## src/rtl/hamming_rx_pkg.sv

```systemverilog
// Shared types and constants for the digital_rx Hamming receive path.
package hamming_rx_pkg;

    localparam int unsigned CW_W          = 12;
    localparam logic [15:0] DEF_SYNC_WORD = 16'hEB90;
    localparam int unsigned DEF_SYNC_LEN  = 16;

    typedef enum logic {
        HUNT    = 1'b0,
        PAYLOAD = 1'b1
    } state_e;

    // Width of a counter that must hold 0..cyc-1.
    function automatic int unsigned timeout_width(input int unsigned cyc);
        return (cyc > 2) ? $clog2(cyc) : 1;
    endfunction

endpackage

```

## src/rtl/hamming_deframer_if.sv

```systemverilog
// Bit-stream in / codeword-out bundle between demodulator, deframer and Hamming decoder.
interface hamming_deframer_if;
    import hamming_rx_pkg::*;

    logic            bit_in;
    logic            bit_valid;
    logic [CW_W-1:0] hc_out;
    logic            rden;
    logic            locked;
    logic            frame_start;
    logic            frame_done;
    logic            frame_abort;

    modport master (
        output bit_in, bit_valid,
        input  hc_out, rden, locked, frame_start, frame_done, frame_abort
    );

    modport slave (
        input  bit_in, bit_valid,
        output hc_out, rden, locked, frame_start, frame_done, frame_abort
    );

endinterface

```

## src/rtl/sync_correlator.sv

```systemverilog
// Sync-word comparator. HAMMING_DEFRAMER_SYNC_TOL_EN accepts a Hamming distance of <= 1,
// otherwise an exact match is required.
module sync_correlator #(
    parameter int unsigned LEN = 16
) (
    input  logic [LEN-1:0] shreg_i,
    input  logic [LEN-1:0] pattern_i,
    output logic           match_o
);

`ifdef HAMMING_DEFRAMER_SYNC_TOL_EN
    logic [LEN-1:0] diff;
    logic [5:0]     ones;

    always_comb begin
        diff = shreg_i ^ pattern_i;
        ones = '0;
        for (int i = 0; i < int'(LEN); i++) begin
            ones = ones + 6'(diff[i]);
        end
        match_o = (ones <= 6'd1);
    end
`else
    assign match_o = (shreg_i == pattern_i);
`endif

endmodule

```

## src/rtl/hamming_deframer.sv

```systemverilog
// Serial sync hunter and 12-bit codeword assembler feeding the Hamming decoder.
// Optional sync tolerance: HAMMING_DEFRAMER_SYNC_TOL_EN (see sync_correlator).
module hamming_deframer
    import hamming_rx_pkg::*;
#(
    parameter int unsigned           SYNC_LEN     = DEF_SYNC_LEN,
    parameter logic [SYNC_LEN-1:0]   SYNC_WORD    = SYNC_LEN'(DEF_SYNC_WORD),
    parameter int unsigned           CW_PER_FRAME = 8,
    parameter int unsigned           TIMEOUT_CYC  = 1024
) (
    input logic               clk,
    input logic               rst,
    hamming_deframer_if.slave bus
);

    localparam int unsigned TO_W = timeout_width(TIMEOUT_CYC);

    state_e              state_q;
    logic [SYNC_LEN-1:0] sync_q;
    logic [SYNC_LEN-1:0] sync_next;
    logic [CW_W-1:0]     asm_q;
    logic [CW_W-1:0]     asm_next;
    logic [CW_W-1:0]     hc_out_q;
    logic [3:0]          bit_cnt_q;
    logic [7:0]          cw_cnt_q;
    logic [TO_W-1:0]     to_cnt_q;
    logic                rden_q;
    logic                locked_q;
    logic                start_q;
    logic                done_q;
    logic                abort_q;
    logic                sync_hit;

    assign sync_next = SYNC_LEN'({sync_q, bus.bit_in});
    assign asm_next  = {asm_q[CW_W-2:0], bus.bit_in};

    // Compare against the register as it will be after this bit shifts in.
    sync_correlator #(
        .LEN(SYNC_LEN)
    ) u_sync_correlator (
        .shreg_i  (sync_next),
        .pattern_i(SYNC_WORD),
        .match_o  (sync_hit)
    );

    always_ff @(posedge clk or posedge rst) begin
        if (rst) begin
            state_q   <= HUNT;
            sync_q    <= '0;
            asm_q     <= '0;
            hc_out_q  <= '0;
            bit_cnt_q <= '0;
            cw_cnt_q  <= '0;
            to_cnt_q  <= '0;
            rden_q    <= 1'b0;
            locked_q  <= 1'b0;
            start_q   <= 1'b0;
            done_q    <= 1'b0;
            abort_q   <= 1'b0;
        end else begin
            rden_q  <= 1'b0;
            start_q <= 1'b0;
            done_q  <= 1'b0;
            abort_q <= 1'b0;
            unique case (state_q)
                HUNT: begin
                    if (bus.bit_valid) begin
                        if (sync_hit) begin
                            state_q   <= PAYLOAD;
                            locked_q  <= 1'b1;
                            start_q   <= 1'b1;
                            sync_q    <= '0;
                            bit_cnt_q <= '0;
                            cw_cnt_q  <= '0;
                            to_cnt_q  <= '0;
                        end else begin
                            sync_q <= sync_next;
                        end
                    end
                end
                PAYLOAD: begin
                    if (bus.bit_valid) begin
                        to_cnt_q <= '0;
                        asm_q    <= asm_next;
                        if (bit_cnt_q == 4'(CW_W - 1)) begin
                            bit_cnt_q <= '0;
                            hc_out_q  <= asm_next;
                            rden_q    <= 1'b1;
                            if (cw_cnt_q == 8'(CW_PER_FRAME - 1)) begin
                                cw_cnt_q <= '0;
                                done_q   <= 1'b1;
                                locked_q <= 1'b0;
                                state_q  <= HUNT;
                            end else begin
                                cw_cnt_q <= cw_cnt_q + 8'd1;
                            end
                        end else begin
                            bit_cnt_q <= bit_cnt_q + 4'd1;
                        end
                    end else if (to_cnt_q == TO_W'(TIMEOUT_CYC - 2)) begin
                        // Count is about to reach TIMEOUT_CYC-1: abort, dropping the partial word.
                        abort_q   <= 1'b1;
                        locked_q  <= 1'b0;
                        state_q   <= HUNT;
                        bit_cnt_q <= '0;
                        cw_cnt_q  <= '0;
                        to_cnt_q  <= '0;
                    end else begin
                        to_cnt_q <= to_cnt_q + 1'b1;
                    end
                end
            endcase
        end
    end

    assign bus.hc_out      = hc_out_q;
    assign bus.rden        = rden_q;
    assign bus.locked      = locked_q;
    assign bus.frame_start = start_q;
    assign bus.frame_done  = done_q;
    assign bus.frame_abort = abort_q;

endmodule

```

## src/flat_wrapper.sv

```systemverilog
// flat-port wrapper written by rule: the top's interface ports become plain ports
module hamming_deframer_flat import hamming_rx_pkg::*;
#(
    parameter int unsigned           SYNC_LEN     = DEF_SYNC_LEN,
    parameter logic [SYNC_LEN-1:0]   SYNC_WORD    = SYNC_LEN'(DEF_SYNC_WORD),
    parameter int unsigned           CW_PER_FRAME = 8,
    parameter int unsigned           TIMEOUT_CYC  = 1024
)
  (clk, rst, bus_bit_in, bus_bit_valid, bus_hc_out, bus_rden, bus_locked, bus_frame_start, bus_frame_done, bus_frame_abort);
  hamming_deframer_if bus_i ();
  input logic clk;
  input logic rst;
  input wire logic [$bits(bus_i.bit_in)-1:0] bus_bit_in;
  input wire logic [$bits(bus_i.bit_valid)-1:0] bus_bit_valid;
  output wire logic [$bits(bus_i.hc_out)-1:0] bus_hc_out;
  output wire logic [$bits(bus_i.rden)-1:0] bus_rden;
  output wire logic [$bits(bus_i.locked)-1:0] bus_locked;
  output wire logic [$bits(bus_i.frame_start)-1:0] bus_frame_start;
  output wire logic [$bits(bus_i.frame_done)-1:0] bus_frame_done;
  output wire logic [$bits(bus_i.frame_abort)-1:0] bus_frame_abort;
  assign bus_i.bit_in = bus_bit_in;
  assign bus_i.bit_valid = bus_bit_valid;
  assign bus_hc_out = bus_i.hc_out;
  assign bus_rden = bus_i.rden;
  assign bus_locked = bus_i.locked;
  assign bus_frame_start = bus_i.frame_start;
  assign bus_frame_done = bus_i.frame_done;
  assign bus_frame_abort = bus_i.frame_abort;
  hamming_deframer #(.SYNC_LEN(SYNC_LEN), .SYNC_WORD(SYNC_WORD), .CW_PER_FRAME(CW_PER_FRAME), .TIMEOUT_CYC(TIMEOUT_CYC)) u_core (.clk(clk), .rst(rst), .bus(bus_i));
endmodule
```

## config.mk

```make
export PLATFORM = sky130hd
export DESIGN_NAME = hamming_deframer_flat
export DESIGN_NICKNAME = d
export VERILOG_FILES = /design/src/rtl/hamming_rx_pkg.sv /design/src/rtl/hamming_deframer_if.sv /design/src/rtl/sync_correlator.sv /design/src/rtl/hamming_deframer.sv /design/src/flat_wrapper.sv
export SDC_FILE = /design/constraint.sdc
export NUM_CORES = 1
export LEC_CHECK = 0
export CAP_MARGIN = 5
export CORE_MARGIN = 10
export CORE_UTILIZATION = 45
export DETAILED_ROUTE_END_ITERATION = 10
export GPL_TIMING_DRIVEN = 0
export PLACE_DENSITY = 0.68
export SYNTH_ARGS = -nofsm -noshare
export SYNTH_HDL_FRONTEND = slang
export SYNTH_HIERARCHICAL = 1
export SYNTH_SLANG_ARGS = --single-unit
```

## constraint.sdc

```tcl
create_clock -name clk -period 1.98 [get_ports clk]
set_input_delay 0.396 -clock clk [delete_from_list [all_inputs] [get_ports clk]]
set_output_delay 0.396 -clock clk [all_outputs]
set_load 0.01 [all_outputs]
```

==> qor.csv <==
metric,value,unit
worst_hold_path_type,in2reg,
routedWlPerCell,13.9,um
num_antenna_cells,0,
max_slew_margin,57.2,%
synth-seq-area-share,52.1,%
timing.critical_path.cells,xnor2_1 > nand4_1 > nor4_2 > buf_4 > a21o_4 > nand2_4 > or4_4 > a21oi_2,
h-tree-depth,3,
slew_violations,0,
synthesis.yosys.warnings,6,
portion_of_total_power_attributed_to_sequential_cells,49.4,%
numClockSinks,66,
finalCritPeriodShare,98.2,%
synth_ff_type,dfrtp_1,
final_layout_size_suffix_gt1_share,20.5,%
synth.ff_latch_count,66,
drcViolationCount,0,
timing.critical_path.arrival,2.22,ns
critical_path_required,2.26,ns
powerDensity,738,mW/mm^2
hold_viol,0,
final_antenna_net_count,0,
multi_input_area,0.00155,mm^2
clk_pin_slew,0.08,ns
grt_start_max_net_pins,39,
fin_crit,1.94,ns
cpMaxStageDelayCell,dfrtp_1,
first_pass_grt_wire_length,11300,um
first_global_vias,2359,
chipHeight,104,um
asyncSetResetFlopFracSynth,100,%
ctsRootBufferMaster,clkbuf_8,
dpl_worst_slack,-0.805,ns
setup_viol_count_final,0,
ys_types,45,
post_synth.cell_area_avg,10.4,um^2
layout.area.seq,0.00165,mm^2
power.static_leakage,1.84,nW
num_io_pins,21,
post_detail_place_hpwl,4110,um
syn-instance-count,306,
via_per_inst,5.03,
port_buffers,19,
max_slew.worst_pin.slew,0.641,ns
hold-path-cell-count,3,
synth-edff-count,0,
synthesis.area,0.00317,mm^2
grt.overflow.total,0,
wl,6430,um
nets,369,
cts-root-to-sink-buffers,2,
power.share.combinational,7.0,%
core_footprint,0.00683,mm^2
sort_of_element_at_the_end_of_the_critical_path,register,
power_switching_share,24.3,%
antenna_violations_before_repair,0,
synth_top_cell_by_area,dfrtp_1,
flow.area_growth_from_synthesis,25.0,%
yosys.area.top_type_share,52.1,%
firstDrtPassIters,4,
slowest_delay,0.41,ns
power.switching,0.711,mW
track_usage,12.5,%
internal_power,2.21,mW
cts_made_buffers,9,
worst_setup_path_class,reg2reg,
ir_drop,401,uV
vias,2324,
cts_tree,yes,
rsz0062_at_grt,true,
fin_skew,0.00871,ns
place.gp.congestion,0.767,
status,finished clean,
floorplan.rows,30,
filler_cell_count,623,
worstSkewPairLatency,0.35,ns
fmax,514,MHz
hold_buffers,0,
critical_path_peak_fanout,3,
rr_worst_depth,8,
setup_ws,0.0356,ns
clock_power_share,43.6,%
first_iter_violations,59,
crit_path_start_kind,register,
timing.setup.tns,0,ns
dieArea,0.0108,mm^2
hold_ws,0.427,ns
max_cap_violations,0,
yosys-top-cells-area,"dfrtp_1, nand2_1, xnor2_1, mux2_2, nand2b_1",
chipWidth,104,um
initial_utilization,46.4,%
[through the flow]
| step | cell area [um^2] | util, % | total power [mW] | std cells |
|---|---|---|---|---|
| 2_1_floorplan | 3230 | - | 1.60 | 320 |
| 5_1_grt | 3960 | 57.9 | 3.05 | 462 |
| 3_3_place_gp | 3540 | 51.8 | 1.64 | 435 |
| 6_report | 3960 | 57.9 | 2.92 | 462 |
| 4_1_cts | 3850 | 56.3 | 2.94 | 458 |
| 3_5_place_dp | 3560 | 52.1 | 1.65 | 436 |
[worst max-delay path, delay by kind of cell (launching register included)]
family	cells	cell delay, ns
AO/OA/AOI/OAI	2	0.26
AND/OR/NAND/NOR	4	0.86
XOR/XNOR	1	0.17
buffers and inverters	1	0.18
flip-flops	1	0.41
[metal layers]
layer / share of wire, % / track usage [%] / wire (um)
met1: 45 / 15.0 / 2920
met2: 50 / 20.1 / 3190
met4: 2.0 / 6.76 / 128
met3: 2.9 / 3.10 / 189
met5: 0 / 0 / 0
[power groups by stage]
stage | logic (mW) | clock network (mW) | registers [mW]
2_1_floorplan | 0.142 | 0 | 1.46
3_3_place_gp | 0.171 | 0 | 1.47
3_5_place_dp | 0.181 | 0 | 1.47
4_1_cts | 0.189 | 1.30 | 1.44
5_1_grt | 0.235 | 1.37 | 1.45
6_report | 0.205 | 1.27 | 1.44
[synth_stat cells (6+ instances only)]
library cell	count
clkbuf_1	7
xnor2_1	17
nand2_1	59
nand3_1	8
o21ai_0	20
mux2_2	13
xor2_1	6
nand4_1	7
nor2_1	12
dfrtp_1	66
nand2b_1	16
[worst paths after layout]
kind / startpoint / endpoint / slack, ns
setup / recovery: u_core/sync_q[2]$_DFFE_PP0P_ / u_core/to_cnt_q[8]$_DFFE_PP0P_ / 0.04
min in group asynchronous: rst / u_core/asm_q[6]$_DFFE_PP0N_ / 0.48
hold reg to reg: u_core/asm_q[10]$_DFFE_PP0N_ / u_core/asm_q[10]$_DFFE_PP0N_ / 0.48
setup reg to reg: u_core/sync_q[2]$_DFFE_PP0P_ / u_core/to_cnt_q[8]$_DFFE_PP0P_ / 0.04
hold / removal: bus_bit_valid / u_core/bus.frame_start$_DFF_PP0_ / 0.43
max in group asynchronous: rst / u_core/cw_cnt_q[6]$_DFFE_PP0P_ / 0.90
[state kept, by name, indices dropped and copies added, names as in the netlist]
register / count
u_core/asm_q: 11
u_core/bit_cnt_q: 4
u_core/bus.frame_abort: 1
u_core/bus.frame_done: 1
u_core/bus.frame_start: 1
u_core/bus.hc_out: 12
u_core/bus.locked: 1
u_core/bus.rden: 1
u_core/cw_cnt_q: 8
u_core/state_q: 1
u_core/sync_q: 15
u_core/to_cnt_q: 10
[cells by family (layout without fill, tap and decap cells)]
logic type,Yosys count,in the layout,synth area share [%]
compound gates,47,47,10.1
xor+xnor,23,23,6.36
fa+ha+maj,4,4,1.58
buf+inv,21,67,3.24
flops,66,66,52.1
mux,15,15,5.25
other cells,2,16,0.237
simple gates,128,128,21.1
[final cells by class]
type | instances | area share, %
Sequential cell | 66 | 41.7
Multi-Input combinational cell | 233 | 39.2
Timing Repair Buffer | 32 | 7.84
Clock buffer | 9 | 3.13
Tap cell | 96 | 3.03
Clock inverter | 7 | 2.56
Buffer | 13 | 1.86
Inverter | 6 | 0.664
[placed cells by master (no fill, tap or decap), drive strengths merged, types with 3 or more instances in the layout]
| master | count |
|---|---|
| a21o | 3 |
| a21oi | 3 |
| a32o | 5 |
| and2 | 3 |
| buf | 19 |
| clkbuf | 16 |
| clkdlybuf4s50 | 18 |
| clkinvlp | 3 |
| conb | 16 |
| dfrtp | 66 |
| ha | 4 |
| inv | 6 |
| mux2 | 13 |
| nand2 | 60 |
| nand2b | 16 |
| nand3 | 8 |
| nand4 | 8 |
| nor2 | 12 |
| nor2b | 3 |
| nor3 | 3 |
| nor3b | 3 |
| o21ai | 23 |
| o22ai | 3 |
| o2bb2ai | 4 |
| xnor2 | 17 |
| xor2 | 6 |
[timing repair]
| action | 4_1_cts | 5_1_grt |
|---|---|---|
| buffers inserted | 8 | 3 |
| setup endpoints to repair | 32 | 19 |
| pin swaps | 4 | 17 |
| cloned | 0 | 1 |
| gates resized for setup | 6 | 18 |
No activity file was read; power rests on OpenSTA's default activity.
